$ cat src/rtl/ahb_port_pkg.sv
// Shared encodings for the AHB GPIO port: register map, HTRANS/HSIZE codes
// and the byte-lane decode used on writes.
package ahb_port_pkg;

  typedef enum logic [1:0] {
    HTRANS_IDLE   = 2'b00,
    HTRANS_BUSY   = 2'b01,
    HTRANS_NONSEQ = 2'b10,
    HTRANS_SEQ    = 2'b11
  } htrans_e;

  typedef enum logic [2:0] {
    HSIZE_BYTE = 3'd0,
    HSIZE_HALF = 3'd1,
    HSIZE_WORD = 3'd2
  } hsize_e;

  typedef enum logic [1:0] {
    REG_OUT     = 2'd0,
    REG_IN      = 2'd1,
    REG_STATUS  = 2'd2,
    REG_CHGMASK = 2'd3
  } reg_sel_e;

  localparam logic [3:0] OFF_OUT     = 4'h0;
  localparam logic [3:0] OFF_IN      = 4'h4;
  localparam logic [3:0] OFF_STATUS  = 4'h8;
  localparam logic [3:0] OFF_CHGMASK = 4'hC;

  typedef struct packed {
    logic       valid;
    logic       write;
    reg_sel_e   sel;
    logic [2:0] size;
    logic [1:0] addr_lo;
  } dphase_t;

  // Misaligned halfwords and any size above word fall back to a full-word access.
  function automatic logic [31:0] lane_mask(logic [2:0] size, logic [1:0] addr_lo);
    logic [3:0]  lanes;
    logic [31:0] mask;
    lanes = 4'b1111;
    if (size == HSIZE_BYTE)
      lanes = 4'b0001 << addr_lo;
    else if (size == HSIZE_HALF && !addr_lo[0])
      lanes = addr_lo[1] ? 4'b1100 : 4'b0011;
    for (int unsigned i = 0; i < 4; i++)
      mask[8*i +: 8] = {8{lanes[i]}};
    return mask;
  endfunction

endpackage

$ cat src/rtl/ahb_port_if.sv
// AHB-Lite slave-side signal bundle for the GPIO port.
interface ahb_port_if;
  logic        HSEL;
  logic [31:0] HADDR;
  logic [1:0]  HTRANS;
  logic        HWRITE;
  logic [2:0]  HSIZE;
  logic [31:0] HWDATA;
  logic        HREADY;
  logic [31:0] HRDATA;
  logic        HREADYOUT;
  logic        HRESP;

  modport master (
    output HSEL, HADDR, HTRANS, HWRITE, HSIZE, HWDATA, HREADY,
    input  HRDATA, HREADYOUT, HRESP
  );

  modport slave (
    input  HSEL, HADDR, HTRANS, HWRITE, HSIZE, HWDATA, HREADY,
    output HRDATA, HREADYOUT, HRESP
  );
endinterface

$ cat src/rtl/ahb_port_sync_bus.sv
// Multi-flop synchronizer for an asynchronous input bus.
module sync_bus #(
  parameter int unsigned WIDTH  = 32,
  parameter int unsigned STAGES = 2
) (
  input  logic             clk,
  input  logic             rst_n,
  input  logic [WIDTH-1:0] d,
  output logic [WIDTH-1:0] q
);

  logic [WIDTH-1:0] stage [STAGES];

  always_ff @(posedge clk or negedge rst_n) begin
    if (!rst_n) begin
      for (int unsigned i = 0; i < STAGES; i++) stage[i] <= '0;
    end else begin
      stage[0] <= d;
      for (int unsigned i = 1; i < STAGES; i++) stage[i] <= stage[i-1];
    end
  end

  assign q = stage[STAGES-1];

endmodule

$ cat src/rtl/ahb_port.sv
// Zero-wait-state AHB GPIO port: OUT register to LEDs, synchronized IN with
// sticky change detection (STATUS/CHGMASK, write-1-to-clear).
module ahb_port
  import ahb_port_pkg::*;
#(
  parameter int unsigned SYNC_STAGES = 2
) (
  input  logic        HCLK,
  input  logic        HRESETn,
  ahb_port_if.slave   bus,
  input  logic [31:0] iPort,
  output logic [31:0] oPort,
  output logic        DataValid
);

  localparam logic [3:0] FILL_MAX = 4'(SYNC_STAGES + 1);

  logic [31:0] in_sync, prev, out_reg, chg_mask;
  logic [31:0] bmask, wbits, diff, rdata;
  logic        chg, accept, armed;
  logic [3:0]  fill;
  dphase_t     dp;
  logic        unused_ok;

  sync_bus #(.WIDTH(32), .STAGES(SYNC_STAGES)) u_sync (
    .clk  (HCLK),
    .rst_n(HRESETn),
    .d    (iPort),
    .q    (in_sync)
  );

  assign accept    = bus.HSEL & bus.HREADY & bus.HTRANS[1];
  assign unused_ok = ^{bus.HADDR[31:4], bus.HTRANS[0]};

  // Compare stays off until reset zeros have flushed out of the synchronizer.
  assign armed = (fill == FILL_MAX);
  assign diff  = armed ? (in_sync ^ prev) : '0;

  always_comb begin
    bmask = '0;
    if (dp.valid && dp.write) bmask = lane_mask(dp.size, dp.addr_lo);
    wbits = bus.HWDATA & bmask;
  end

  always_ff @(posedge HCLK or negedge HRESETn) begin
    if (!HRESETn) begin
      dp       <= '0;
      prev     <= '0;
      fill     <= '0;
      out_reg  <= '0;
      chg_mask <= '0;
      chg      <= 1'b0;
    end else begin
      dp.valid   <= accept;
      dp.write   <= bus.HWRITE;
      dp.sel     <= reg_sel_e'(bus.HADDR[3:2]);
      dp.size    <= bus.HSIZE;
      dp.addr_lo <= bus.HADDR[1:0];
      prev       <= in_sync;
      if (!armed) fill <= fill + 4'd1;

      if (dp.sel == REG_OUT) out_reg <= (out_reg & ~bmask) | wbits;
      // New changes are OR-ed in after the clear so a coincident set wins.
      chg_mask <= diff | (chg_mask & ~((dp.sel == REG_CHGMASK) ? wbits : '0));
      chg      <= (|diff) | (chg & ~((dp.sel == REG_STATUS) & wbits[0]));
    end
  end

  always_comb begin
    rdata = '0;
    if (dp.valid && !dp.write) begin
      case (dp.sel)
        REG_OUT:     rdata = out_reg;
        REG_IN:      rdata = in_sync;
        REG_STATUS:  rdata = {31'b0, chg};
        REG_CHGMASK: rdata = chg_mask;
        default:     rdata = '0;
      endcase
    end
  end

  assign bus.HRDATA    = rdata;
  assign bus.HREADYOUT = 1'b1;
  assign bus.HRESP     = 1'b0;
  assign oPort         = out_reg;
  assign DataValid     = (out_reg != '1);

endmodule

$ cat src/flat_wrapper.sv
// flat-port wrapper written by rule: the top's interface ports become plain ports
module ahb_port_flat import ahb_port_pkg::*;
#(
  parameter int unsigned SYNC_STAGES = 2
)
  (HCLK, HRESETn, iPort, oPort, DataValid, bus_HSEL, bus_HADDR, bus_HTRANS, bus_HWRITE, bus_HSIZE, bus_HWDATA, bus_HREADY, bus_HRDATA, bus_HREADYOUT, bus_HRESP);
  ahb_port_if bus_i ();
  input  logic HCLK;
  input  logic HRESETn;
  input  logic [31:0] iPort;
  output logic [31:0] oPort;
  output logic DataValid;
  input wire logic [$bits(bus_i.HSEL)-1:0] bus_HSEL;
  input wire logic [$bits(bus_i.HADDR)-1:0] bus_HADDR;
  input wire logic [$bits(bus_i.HTRANS)-1:0] bus_HTRANS;
  input wire logic [$bits(bus_i.HWRITE)-1:0] bus_HWRITE;
  input wire logic [$bits(bus_i.HSIZE)-1:0] bus_HSIZE;
  input wire logic [$bits(bus_i.HWDATA)-1:0] bus_HWDATA;
  input wire logic [$bits(bus_i.HREADY)-1:0] bus_HREADY;
  output wire logic [$bits(bus_i.HRDATA)-1:0] bus_HRDATA;
  output wire logic [$bits(bus_i.HREADYOUT)-1:0] bus_HREADYOUT;
  output wire logic [$bits(bus_i.HRESP)-1:0] bus_HRESP;
  assign bus_i.HSEL = bus_HSEL;
  assign bus_i.HADDR = bus_HADDR;
  assign bus_i.HTRANS = bus_HTRANS;
  assign bus_i.HWRITE = bus_HWRITE;
  assign bus_i.HSIZE = bus_HSIZE;
  assign bus_i.HWDATA = bus_HWDATA;
  assign bus_i.HREADY = bus_HREADY;
  assign bus_HRDATA = bus_i.HRDATA;
  assign bus_HREADYOUT = bus_i.HREADYOUT;
  assign bus_HRESP = bus_i.HRESP;
  ahb_port #(.SYNC_STAGES(SYNC_STAGES)) u_core (.HCLK(HCLK), .HRESETn(HRESETn), .bus(bus_i), .iPort(iPort), .oPort(oPort), .DataValid(DataValid));
endmodule
$ cat config.mk
export PLATFORM = sky130hd
export DESIGN_NAME = ahb_port_flat
export DESIGN_NICKNAME = d
export VERILOG_FILES = /design/src/rtl/ahb_port_pkg.sv /design/src/rtl/ahb_port_if.sv /design/src/rtl/ahb_port_sync_bus.sv /design/src/rtl/ahb_port.sv /design/src/flat_wrapper.sv
export SDC_FILE = /design/constraint.sdc
export NUM_CORES = 1
export LEC_CHECK = 0
export CAP_MARGIN = 30
export CORE_ASPECT_RATIO = 0.75
export CORE_UTILIZATION = 52
export DETAILED_ROUTE_END_ITERATION = 8
export GPL_TIMING_DRIVEN = 1
export PLACE_DENSITY_LB_ADDON = 0.1
export SLEW_MARGIN = 30
export SYNTH_ARGS = -nofsm -noshare
export SYNTH_HDL_FRONTEND = slang
export SYNTH_SLANG_ARGS = --single-unit
$ cat constraint.sdc
create_clock -name HCLK -period 2.9 [get_ports HCLK]
set_clock_uncertainty 0.1 [all_clocks]
set_input_delay 0.435 -clock HCLK [delete_from_list [all_inputs] [get_ports HCLK]]
set_output_delay 0.435 -clock HCLK [all_outputs]
set_load 0.01 [all_outputs]
==> flow_summary.toml <==
[route]
drc = 0
wirelength_mm = 16.03
first_pass_iters = 5
via_per_inst = 5.527
vias = 4648
ant_nets = 0
drt_iter0_drc = 336
wire_per_inst_um = 19.06

[setup_path]
cp-end-kind = "output pin"
crit_type = "reg2out"
crit_arrival_ns = 2.19
worstPathMaxFanout = 4
crit_required_ns = 2.37
start_kind = "register"

[layout]
fin_nets = 769
antennaDiodeCount = 0
drive_gt1_frac = 0.09481
fin_area_mm2 = 0.008939
area_delta_synth_final_pct = 33.71
final_core_util = 0.7213
multi_input_area_mm2 = 0.002211
fill_cells = 834
ff_latch_area_mm2 = 0.004355

[sta]
drv_slew = 0
fin_ws_ns = 0.1788
period_needed_ns = 2.721
tightest_slew_ns = 0.7773
finalSetupViolCount = 0
fin_setup_tns_ns = 0
worst_hold_slack_ns = 0.2477
relSlewSlack = 0.4807
hold_viol_final = 0
min_period_over_period = 0.9384
max_freq_mhz = 367.5
rsz0062_at_grt = "no"

[clock_tree]
clock_path_buffers = 2
clockRootBuffer = "clkbuf_16"
clock-sinks = 174
cts_setup_buffers = 0
cts_max_level = 4
insertion_delay_ns = 0.42
clk_pin_slew_ns = 0.07
cts_tree = "built"
cts_buffers = 17

[synthesis]
synth.top_cells.by_count = "174 x dfrtp_1, 65 x nor2_1, 37 x nand2_1"
netlist_top_cells_area = "dfrtp_1 65%, mux2i_1 4.6%, a22o_1 4.2%"
synth_edf_count = 0
synth_warnings = 0
yosysTopAreaCell = "dfrtp_1"
yosysUniqueCellTypes = 35
synthArstFlopShare = 1.000
syn-cell-area_mm2 = 0.006685
ys.flop_type = "dfrtp_1"
syn_avg_cell_area_um2 = 13.03
synth.top_cell.area_share = 0.6513
ys_ff_latch = 174
synthCells = 513
seq_area_frac_synth = 0.6513
syn_nets = 620
synthMostInstantiatedCell = "dfrtp_1"

[die]
ios = 173
die_x_um = 132.9
dieArea_mm2 = 0.01332
core_area_mm2 = 0.01239
start_util = 0.5394
row_count = 35
die_h_um = 100.2

[global_routing]
grt_usage = 0.2587
gr-total-overflow = 0
grt_pass1_vias = 4759
grt_pass1_wl_mm = 25.72
grt_max_degree = 66
antenna_found_initial = 0

[placement]
gp_congestion = 0.8307
post-place-ws_ns = 0.5485
dpl_cell_area_mm2 = 0.008319
port_buffers = 141
dp_hpwl_mm = 10.76

[pwr]
p_leak_uw = 0.003720
power.density_mw_per_mm2 = 654.5
ir_drop_mv = 0.4585

[status]
outcome = "finished clean"

[job]
cap_violations = 0

[hold_path]
hp-class = "reg2reg"
-- logic make-up after synthesis --
logic type,synth area share
flip-flops,0.6513
AND/OR/NAND/NOR,0.09695
AO/OA/AOI/OAI,0.07505
multiplexers,0.1099
XOR/XNOR,0.04454
buffers and inverters,0.01928
other,0.001123
adder cells (fa/ha/maj),0.001871
-- worst paths after layout --
check	end	from	cells past startpoint	slack (ns)
setup reg to reg	u_core.chg_mask[1]	u_core.dp[6]	6	0.76
min in group asynchronous	u_core.u_sync.stage[34]	HRESETn	2	0.45
max in group asynchronous	async pin	HRESETn	3	1.54
hold / removal	u_core.u_sync.q[28]	u_core.u_sync.stage[60]	0	0.25
setup / recovery	DataValid	register	4	0.18
hold reg to reg	u_core.u_sync.q[28]	u_core.u_sync.stage[60]	0	0.25
-- per-layer routing --
| layer | global-route usage | part of all wire | up-vias |
|---|---|---|---|
| li1 | - | - | 2063 |
| met5 | 0 | 0 | - |
| met3 | 0.05606 | 0.062 | 12 |
| met4 | 0.07604 | 0.0086 | 0 |
| met2 | 0.3907 | 0.46 | 195 |
| met1 | 0.3794 | 0.47 | 2378 |
-- timing repair --
item | CTS | global route
hold buffers | 1 | 0
endpoints found under the hold margin | 53 | 0
gates resized for setup | 0 | 1
endpoints found under the setup margin | 0 | 1
-- worst max-delay path, cell delays in order, from the launching register on --
cell	delay, ns
dfrtp_1	0.41
nand4_1	0.22
nor4_1	0.53
nand2_1	0.11
clkdlybuf4s50_1	0.51
-- report_power, final --
part           switching, uW  internal (uW)  total [uW]
logic                    316            419         735
clock network            982           1370        2350
registers                164           2600        2760
-- stage by stage --
step,std cells,power (uW)
after floorplan,513,3061
after global placement,808,3516
after detailed placement,808,3538
after CTS,841,5886
after global routing,841,6068
final,841,5850
-- placed cells by master (no fill, tap or decap), types with 6 or more instances in the layout --
master,netlist,routed
nand4_1,11,11
mux2_4,8,8
clkbuf_16,0,17
nor4_1,10,10
mux2_1,24,24
dfrtp_1,174,173
a22o_1,32,32
buf_4,6,9
a21oi_1,32,32
clkdlybuf4s50_1,0,140
xor2_1,32,32
inv_6,0,6
nand2_1,37,37
nor2_1,65,65
mux2i_1,31,31
-- layout make-up --
| cell class | count | area share |
|---|---|---|
| timing repair buffer | 154 | 0.1734 |
| clock buffer | 18 | 0.04801 |
| sequential | 174 | 0.4873 |
| clock inverter | 14 | 0.01988 |
| tap | 166 | 0.02324 |
| inverter | 2 | 0.0008399 |
| multi-input combinational | 313 | 0.2473 |
Power figures use the tool's default switching activity.
